<file path="src/rtl/boot_loader.sv">
// rtl/boot_loader.sv - serial frame loader that writes 16-bit words into the instruction ROM
module boot_loader #(
    parameter int ADDR_W         = 15,
    parameter int TIMEOUT_CYCLES = 1200000,
    parameter bit RUN_ON_RESET   = 1'b1
) (
    input  logic              clk,
    input  logic              reset,
    input  logic [7:0]        rx_data,
    input  logic              rx_valid,
    output logic              rom_we,
    output logic [ADDR_W-1:0] rom_addr,
    output logic [15:0]       rom_wdata,
    output logic              cpu_reset,
    output logic              loading,
    output logic              done,
    output logic              error
);

    // Word count and index need one bit more than the address so a full
    // 2**ADDR_W image can be counted, and at least 17 bits to hold any N.
    localparam int               CNT_W     = (ADDR_W >= 16) ? ADDR_W + 1 : 17;
    localparam logic [CNT_W-1:0] MAX_WORDS = CNT_W'(1) << ADDR_W;
    localparam int               TMO_W     = $clog2(TIMEOUT_CYCLES + 1);
    localparam logic [TMO_W-1:0] TMO_LAST  = TMO_W'(TIMEOUT_CYCLES - 1);
    localparam logic [7:0]       MAGIC     = 8'hA5;

    typedef enum logic [2:0] {
        S_IDLE,
        S_RUN,
        S_LEN_HI,
        S_LEN_LO,
        S_DATA_HI,
        S_DATA_LO,
        S_CSUM
    } state_t;

    state_t             state_q;
    logic [7:0]         len_hi_q;
    logic [CNT_W-1:0]   len_q;
    logic [CNT_W-1:0]   idx_q;
    logic [7:0]         word_hi_q;
    logic [7:0]         csum_q;
    logic [TMO_W-1:0]   tmo_q;
    logic               rom_we_q;
    logic [ADDR_W-1:0]  rom_addr_q;
    logic [15:0]        rom_wdata_q;
    logic               cpu_reset_q;
    logic               loading_q;
    logic               done_q;
    logic               error_q;

    logic [CNT_W-1:0]   len_d;
    logic [CNT_W-1:0]   idx_d;
    logic [7:0]         csum_d;

    assign len_d  = CNT_W'({len_hi_q, rx_data});
    assign idx_d  = idx_q + CNT_W'(1);
    assign csum_d = csum_q + rx_data;

    // Frame parser, ROM write port, CPU hold and inter-byte timeout in one FSM
    always_ff @(posedge clk) begin
        if (reset) begin
            state_q     <= RUN_ON_RESET ? S_RUN : S_IDLE;
            len_hi_q    <= '0;
            len_q       <= '0;
            idx_q       <= '0;
            word_hi_q   <= '0;
            csum_q      <= '0;
            tmo_q       <= '0;
            rom_we_q    <= 1'b0;
            rom_addr_q  <= '0;
            rom_wdata_q <= '0;
            cpu_reset_q <= 1'b1;
            loading_q   <= 1'b0;
            done_q      <= 1'b0;
            error_q     <= 1'b0;
        end else begin
            rom_we_q <= 1'b0;
            done_q   <= 1'b0;
            case (state_q)
                S_IDLE, S_RUN: begin
                    tmo_q <= '0;
                    if (rx_valid && rx_data == MAGIC) begin
                        state_q     <= S_LEN_HI;
                        error_q     <= 1'b0;
                        idx_q       <= '0;
                        rom_addr_q  <= '0;
                        csum_q      <= '0;
                        cpu_reset_q <= 1'b1;
                        loading_q   <= 1'b1;
                    end else begin
                        // Releases the CPU the cycle after reset when booting into RUN
                        cpu_reset_q <= (state_q == S_IDLE);
                    end
                end
                default: begin
                    if (rx_valid) begin
                        tmo_q  <= '0;
                        csum_q <= csum_d;
                        case (state_q)
                            S_LEN_HI: begin
                                len_hi_q <= rx_data;
                                state_q  <= S_LEN_LO;
                            end
                            S_LEN_LO: begin
                                len_q <= len_d;
                                if (len_d > MAX_WORDS) begin
                                    state_q   <= S_IDLE;
                                    error_q   <= 1'b1;
                                    loading_q <= 1'b0;
                                end else if (len_d == '0) begin
                                    state_q <= S_CSUM;
                                end else begin
                                    state_q <= S_DATA_HI;
                                end
                            end
                            S_DATA_HI: begin
                                word_hi_q <= rx_data;
                                state_q   <= S_DATA_LO;
                            end
                            S_DATA_LO: begin
                                rom_we_q    <= 1'b1;
                                rom_wdata_q <= {word_hi_q, rx_data};
                                rom_addr_q  <= idx_q[ADDR_W-1:0];
                                idx_q       <= idx_d;
                                state_q     <= (idx_d == len_q) ? S_CSUM : S_DATA_HI;
                            end
                            S_CSUM: begin
                                loading_q <= 1'b0;
                                if (rx_data == csum_q) begin
                                    state_q     <= S_RUN;
                                    cpu_reset_q <= 1'b0;
                                    done_q      <= 1'b1;
                                end else begin
                                    state_q <= S_IDLE;
                                    error_q <= 1'b1;
                                end
                            end
                            default: begin
                                state_q   <= S_IDLE;
                                loading_q <= 1'b0;
                            end
                        endcase
                    end else if (tmo_q == TMO_LAST) begin
                        // Abandon the frame; words already written stay in ROM
                        state_q   <= S_IDLE;
                        error_q   <= 1'b1;
                        loading_q <= 1'b0;
                        tmo_q     <= '0;
                    end else begin
                        tmo_q <= tmo_q + TMO_W'(1);
                    end
                end
            endcase
        end
    end

    assign rom_we    = rom_we_q;
    assign rom_addr  = rom_addr_q;
    assign rom_wdata = rom_wdata_q;
    assign cpu_reset = cpu_reset_q;
    assign loading   = loading_q;
    assign done      = done_q;
    assign error     = error_q;

endmodule

</file>
<file path="config.mk">
export PLATFORM = sky130hd
export DESIGN_NAME = boot_loader
export DESIGN_NICKNAME = d
export VERILOG_FILES = /design/src/rtl/boot_loader.sv
export SDC_FILE = /design/constraint.sdc
export NUM_CORES = 1
export LEC_CHECK = 0
export BUFFER_PORTS_ARGS = -buffer_cell sky130_fd_sc_hd__clkbuf_2
export CORE_ASPECT_RATIO = 1.1
export CORE_MARGIN = 2
export CORE_UTILIZATION = 30
export DETAILED_ROUTE_END_ITERATION = 7
export PLACE_DENSITY = 0.58
export SYNTH_ARGS = -nofsm -noshare
export SYNTH_HDL_FRONTEND = slang
export SYNTH_SLANG_ARGS = --single-unit
export TNS_END_PERCENT = 1
</file>
<file path="constraint.sdc">
create_clock -name clk -period 5.64 [get_ports clk]
set_clock_uncertainty 0.2 [all_clocks]
set_input_delay 1.128 -clock clk [delete_from_list [all_inputs] [get_ports clk]]
set_output_delay 1.128 -clock clk [all_outputs]
set_load 0.01 [all_outputs]
</file>
==> summary.md <==
| Metric | Value |
|---|---|
| Startpoint class of the critical path | `input pin` |
| TritonCTS buffer count | `17` |
| Critical Path Fanout Max | `7` |
| Final worst path period need | `3.025 ns` |
| Leakage dissipation | `between 2 and 2.5 nW` |
| Half-perimeter wire length after detailed placement | `just under 9 mm` |
| Die X | `between 100 and 150 um` |
| Critical path data arrival time | `between 3 and 4 ns` |
| Mean routed wirelength per cell | `around 14 um` |
| RSZ-0062 raised after global routing | `false` |
| Count of different cell masters after synthesis | `58` |
| Proportion of synthesized flip-flops having asynchronous set or reset | `0` |
| Nets | `718` |
| IO Count | `47` |
| Post-CTS Hold Fix Bufs | `0` |
| Post-synth EDFFs | `0` |
| Worst path required time | `approximately 5.8 ns` |
| Root Buffer | `sky130_fd_sc_hd__clkbuf_16` |
| Max-slew violation count | `0` |
| Cell depth of the worst hold path | `2` |
| Setup fix buffers added after clock tree synthesis | `0` |
| Sinks on Clock Net | `around 120` |
| Port-buffer cells | `between 40 and 50` |
| Number of gates resized after cts | `0` |
| CTS clk-pin slew, worst paths | `approximately 0.060 ns` |
| Core Footprint | `around 0.018 sq mm` |
| Die area | `roughly 0.019 sq mm` |
| Pint | `~1.5 mW` |
| Pin count of the biggest net entering global routing | `65` |
| Post-synth top flop | `sky130_fd_sc_hd__dfxtp_1` |
| Max Cap Violations | `0` |
| Remaining antenna violation count | `0` |
| Part of the power in the clock network | `0.554` |
| Synthesized flop and latch total | `117` |
| Total via count in the routed design | `between 4000 and 5000` |
| Wire length of the first global-routing pass | `approximately 21 mm` |
| Sequential area share after synthesis | `0.4331` |
| Total global routing overflow | `0` |
| Number of design-rule violations left by the first detailed-router iteration | `just under 400` |
| Sequential fraction of design power | `0.426` |
| Total length of routed wires | `approximately 13 mm` |
| Count of synthesis-stage warnings from yosys | `0` |
| Row count | `51` |
| Worst hold path type | `flop to flop` |
| Timing-limited maximum frequency | `about 0.33 GHz` |
| Initial cell density of the core | `0.3059` |
| Netlist area before placement | `0.005408 sq mm` |
| Layout overhead on the synthesized area | `17.75%` |
| Number of cells on the worst reg-to-reg path | `8` |
| Post-synth net total | `~700` |
| Outcome | `complete, no violations` |
| Switching power summed over all nets | `approximately 0.43 mW` |
| TritonCTS clock tree | `done` |
| Switching share of power | `0.2204` |
| Max-slew headroom at the worst pin | `0.2508` |
| Number of instances in the synthesized netlist | `roughly 670` |
| Drt first pass iters | `5` |
| Count of endpoints failing hold in the final timing report | `0` |
| Clock latency on the worst-skew pair | `~0.4 ns` |
| Routability Congestion | `between 0.8 and 0.9` |
| PnR Total Power | `between 1.5 and 2 mW` |
| Setup tns final | `0 ns` |
| Combinational cell fraction of total power | `0.020` |
| Post-route fraction of the period consumed by the critical path | `0.5364` |
| CP endpoint kind | `flop` |
| DRC violation count after routing | `0` |
| # H-tree levels | `4` |
| Via density per instance | `around 5` |
| Combined global-route utilization of all metal layers | `0.1414` |
| Actual slew at the worst max-slew pin | `1.115 ns` |
| Final Setup Violations | `0` |
| Number of antenna violations at the first check in global routing | `0` |
| Fill count | `1855` |
| Critical path class | `input pin to flop` |
| Buffer depth of the longest clock path | `2` |
| Height of the die | `roughly 140 um` |
| Mean post-synth cell area | `approximately 8.1 sq um` |
| Peak VDD IR | `between 0.15 and 0.2 mV` |
| Power per unit of standard cell area | `between 300 and 400 mW/mm^2` |
| Layout cell share with drive strength beyond 1 | `0.1366` |
| Number of global-route vias before repair | `between 4000 and 5000` |
| Number of antenna diodes | `0` |
==> Yosys cell counts, types with 3 or more instances <==
cell	count	share of area
sky130_fd_sc_hd__nand3_1	23	0.021
sky130_fd_sc_hd__a31oi_1	5	0.0058
sky130_fd_sc_hd__buf_6	3	0.0062
sky130_fd_sc_hd__xnor2_1	22	0.036
sky130_fd_sc_hd__a21oi_1	77	0.071
sky130_fd_sc_hd__dfxtp_1	117	0.43
sky130_fd_sc_hd__nor2_1	63	0.044
sky130_fd_sc_hd__o21ai_0	19	0.018
sky130_fd_sc_hd__and2_1	3	0.0035
sky130_fd_sc_hd__nand4_1	13	0.015
sky130_fd_sc_hd__inv_1	6	0.0042
sky130_fd_sc_hd__nand2_1	143	0.099
sky130_fd_sc_hd__or3_1	3	0.0035
sky130_fd_sc_hd__a21o_1	5	0.0069
sky130_fd_sc_hd__ha_1	9	0.021
sky130_fd_sc_hd__clkbuf_1	27	0.019
sky130_fd_sc_hd__nor4_1	6	0.0069
sky130_fd_sc_hd__clkbuf_8	3	0.0076
sky130_fd_sc_hd__and4_1	6	0.0097
sky130_fd_sc_hd__xor2_1	25	0.040
sky130_fd_sc_hd__nand2b_1	5	0.0058
sky130_fd_sc_hd__and3_1	7	0.0081
sky130_fd_sc_hd__nor3_1	13	0.012
sky130_fd_sc_hd__a22o_1	15	0.024
sky130_fd_sc_hd__and3_2	3	0.0042
==> kinds of logic after synthesis <==
| kind of cell | Yosys count | share of synthesized area |
|---|---|---|
| buffers and inverters | 45 | 0.04373 |
| adder cells (fa/ha/maj) | 10 | 0.02453 |
| multiplexers | 3 | 0.005784 |
| XOR/XNOR | 49 | 0.08353 |
| flip-flops | 117 | 0.4331 |
| AND/OR/NAND/NOR | 300 | 0.2508 |
| AO/OA/AOI/OAI | 142 | 0.1585 |
==> critical path, cell delays in order <==
cell	delay [ns]
sky130_fd_sc_hd__clkbuf_2	0.16
sky130_fd_sc_hd__ha_1	0.34
sky130_fd_sc_hd__a21o_1	0.19
sky130_fd_sc_hd__a211oi_1	0.23
sky130_fd_sc_hd__nor2_1	0.10
sky130_fd_sc_hd__o41ai_1	0.36
sky130_fd_sc_hd__mux2i_1	0.25
sky130_fd_sc_hd__mux2_2	0.34
sky130_fd_sc_hd__nor2_1	0.07
==> path summary, 6_finish.rpt <==
path / from / end / slack, ns
setup / recovery: rx_data[1] / csum_q[7]$_SDFFE_PP0P_ / 2.61
hold / removal: rom_wdata[1]$_SDFFE_PP0P_ / rom_wdata[1]$_SDFFE_PP0P_ / 0.25
setup reg to reg: state_q[2]$_SDFFE_PP0P_ / idx_q[15]$_SDFFE_PP0P_ / 2.64
hold reg to reg: rom_wdata[1]$_SDFFE_PP0P_ / rom_wdata[1]$_SDFFE_PP0P_ / 0.25
==> layout by cell type (no fill, tap or decap), types with 6 or more instances in the layout <==
cell type,n
sky130_fd_sc_hd__inv_1,6
sky130_fd_sc_hd__nand4_1,13
sky130_fd_sc_hd__nor4_1,6
sky130_fd_sc_hd__nand2_1,143
sky130_fd_sc_hd__clkbuf_2,46
sky130_fd_sc_hd__nor2_1,63
sky130_fd_sc_hd__xor2_1,25
sky130_fd_sc_hd__nor3_1,11
sky130_fd_sc_hd__a22o_1,15
sky130_fd_sc_hd__and4_1,6
sky130_fd_sc_hd__clkbuf_16,17
sky130_fd_sc_hd__xnor2_1,22
sky130_fd_sc_hd__nand3_1,23
sky130_fd_sc_hd__dfxtp_1,117
sky130_fd_sc_hd__o21ai_0,19
sky130_fd_sc_hd__and3_1,7
sky130_fd_sc_hd__ha_1,9
sky130_fd_sc_hd__a21oi_1,77
==> metrics by stage <==
step           area [sq um]  hold WS (ns)  setup slack, ns  instances    util
6_report               6367        0.2507            2.615        948  0.3602
5_1_grt                6367        0.2744            2.401        948  0.3602
4_1_cts                6367        0.2537            2.624        948  0.3602
3_5_place_dp           5766        0.2454            2.188        916  0.3262
3_3_place_gp           5766        0.2415            2.228        916  0.3262
2_1_floorplan          5408        0.2321            2.557        666       -
==> area by class of cell <==
type	instances	area, sq um	area share
clock inverters	13	148.9	0.02338
well taps	238	297.8	0.04677
repair buffers	50	260.3	0.04087
multi-input cells	504	2839	0.4459
flip-flops and latches	117	2342	0.3679
clock buffers	19	452.9	0.07113
inverters	7	26.28	0.004127
==> routing by layer <==
layer  track usage  wire length [um]  vias up
met1        0.1793              6427     2156
met2        0.2289              6156       85
met3       0.04458               497       11
met4       0.04691               182        0
met5             0                 0        -
li1              -                 -     2374
==> power by group through the flow <==
stage	clock (mW)	sequential [mW]	combinational [mW]
2_1_floorplan	0	0.846	0.0230
3_3_place_gp	0	0.846	0.0389
3_5_place_dp	0	0.846	0.0386
4_1_cts	1.10	0.828	0.0389
5_1_grt	1.14	0.828	0.0425
6_report	1.08	0.828	0.0388
==> flip-flops by register name, summed over array words and instances, names as in the netlist <==
register / cells
done: 1
loading: 1
state_q: 3
rom_addr: 15
cpu_reset: 1
len_q: 16
tmo_q: 21
rom_we: 1
idx_q: 17
csum_q: 8
rom_wdata: 16
error: 1
len_hi_q: 8
word_hi_q: 8
Power figures use the tool's default switching activity.
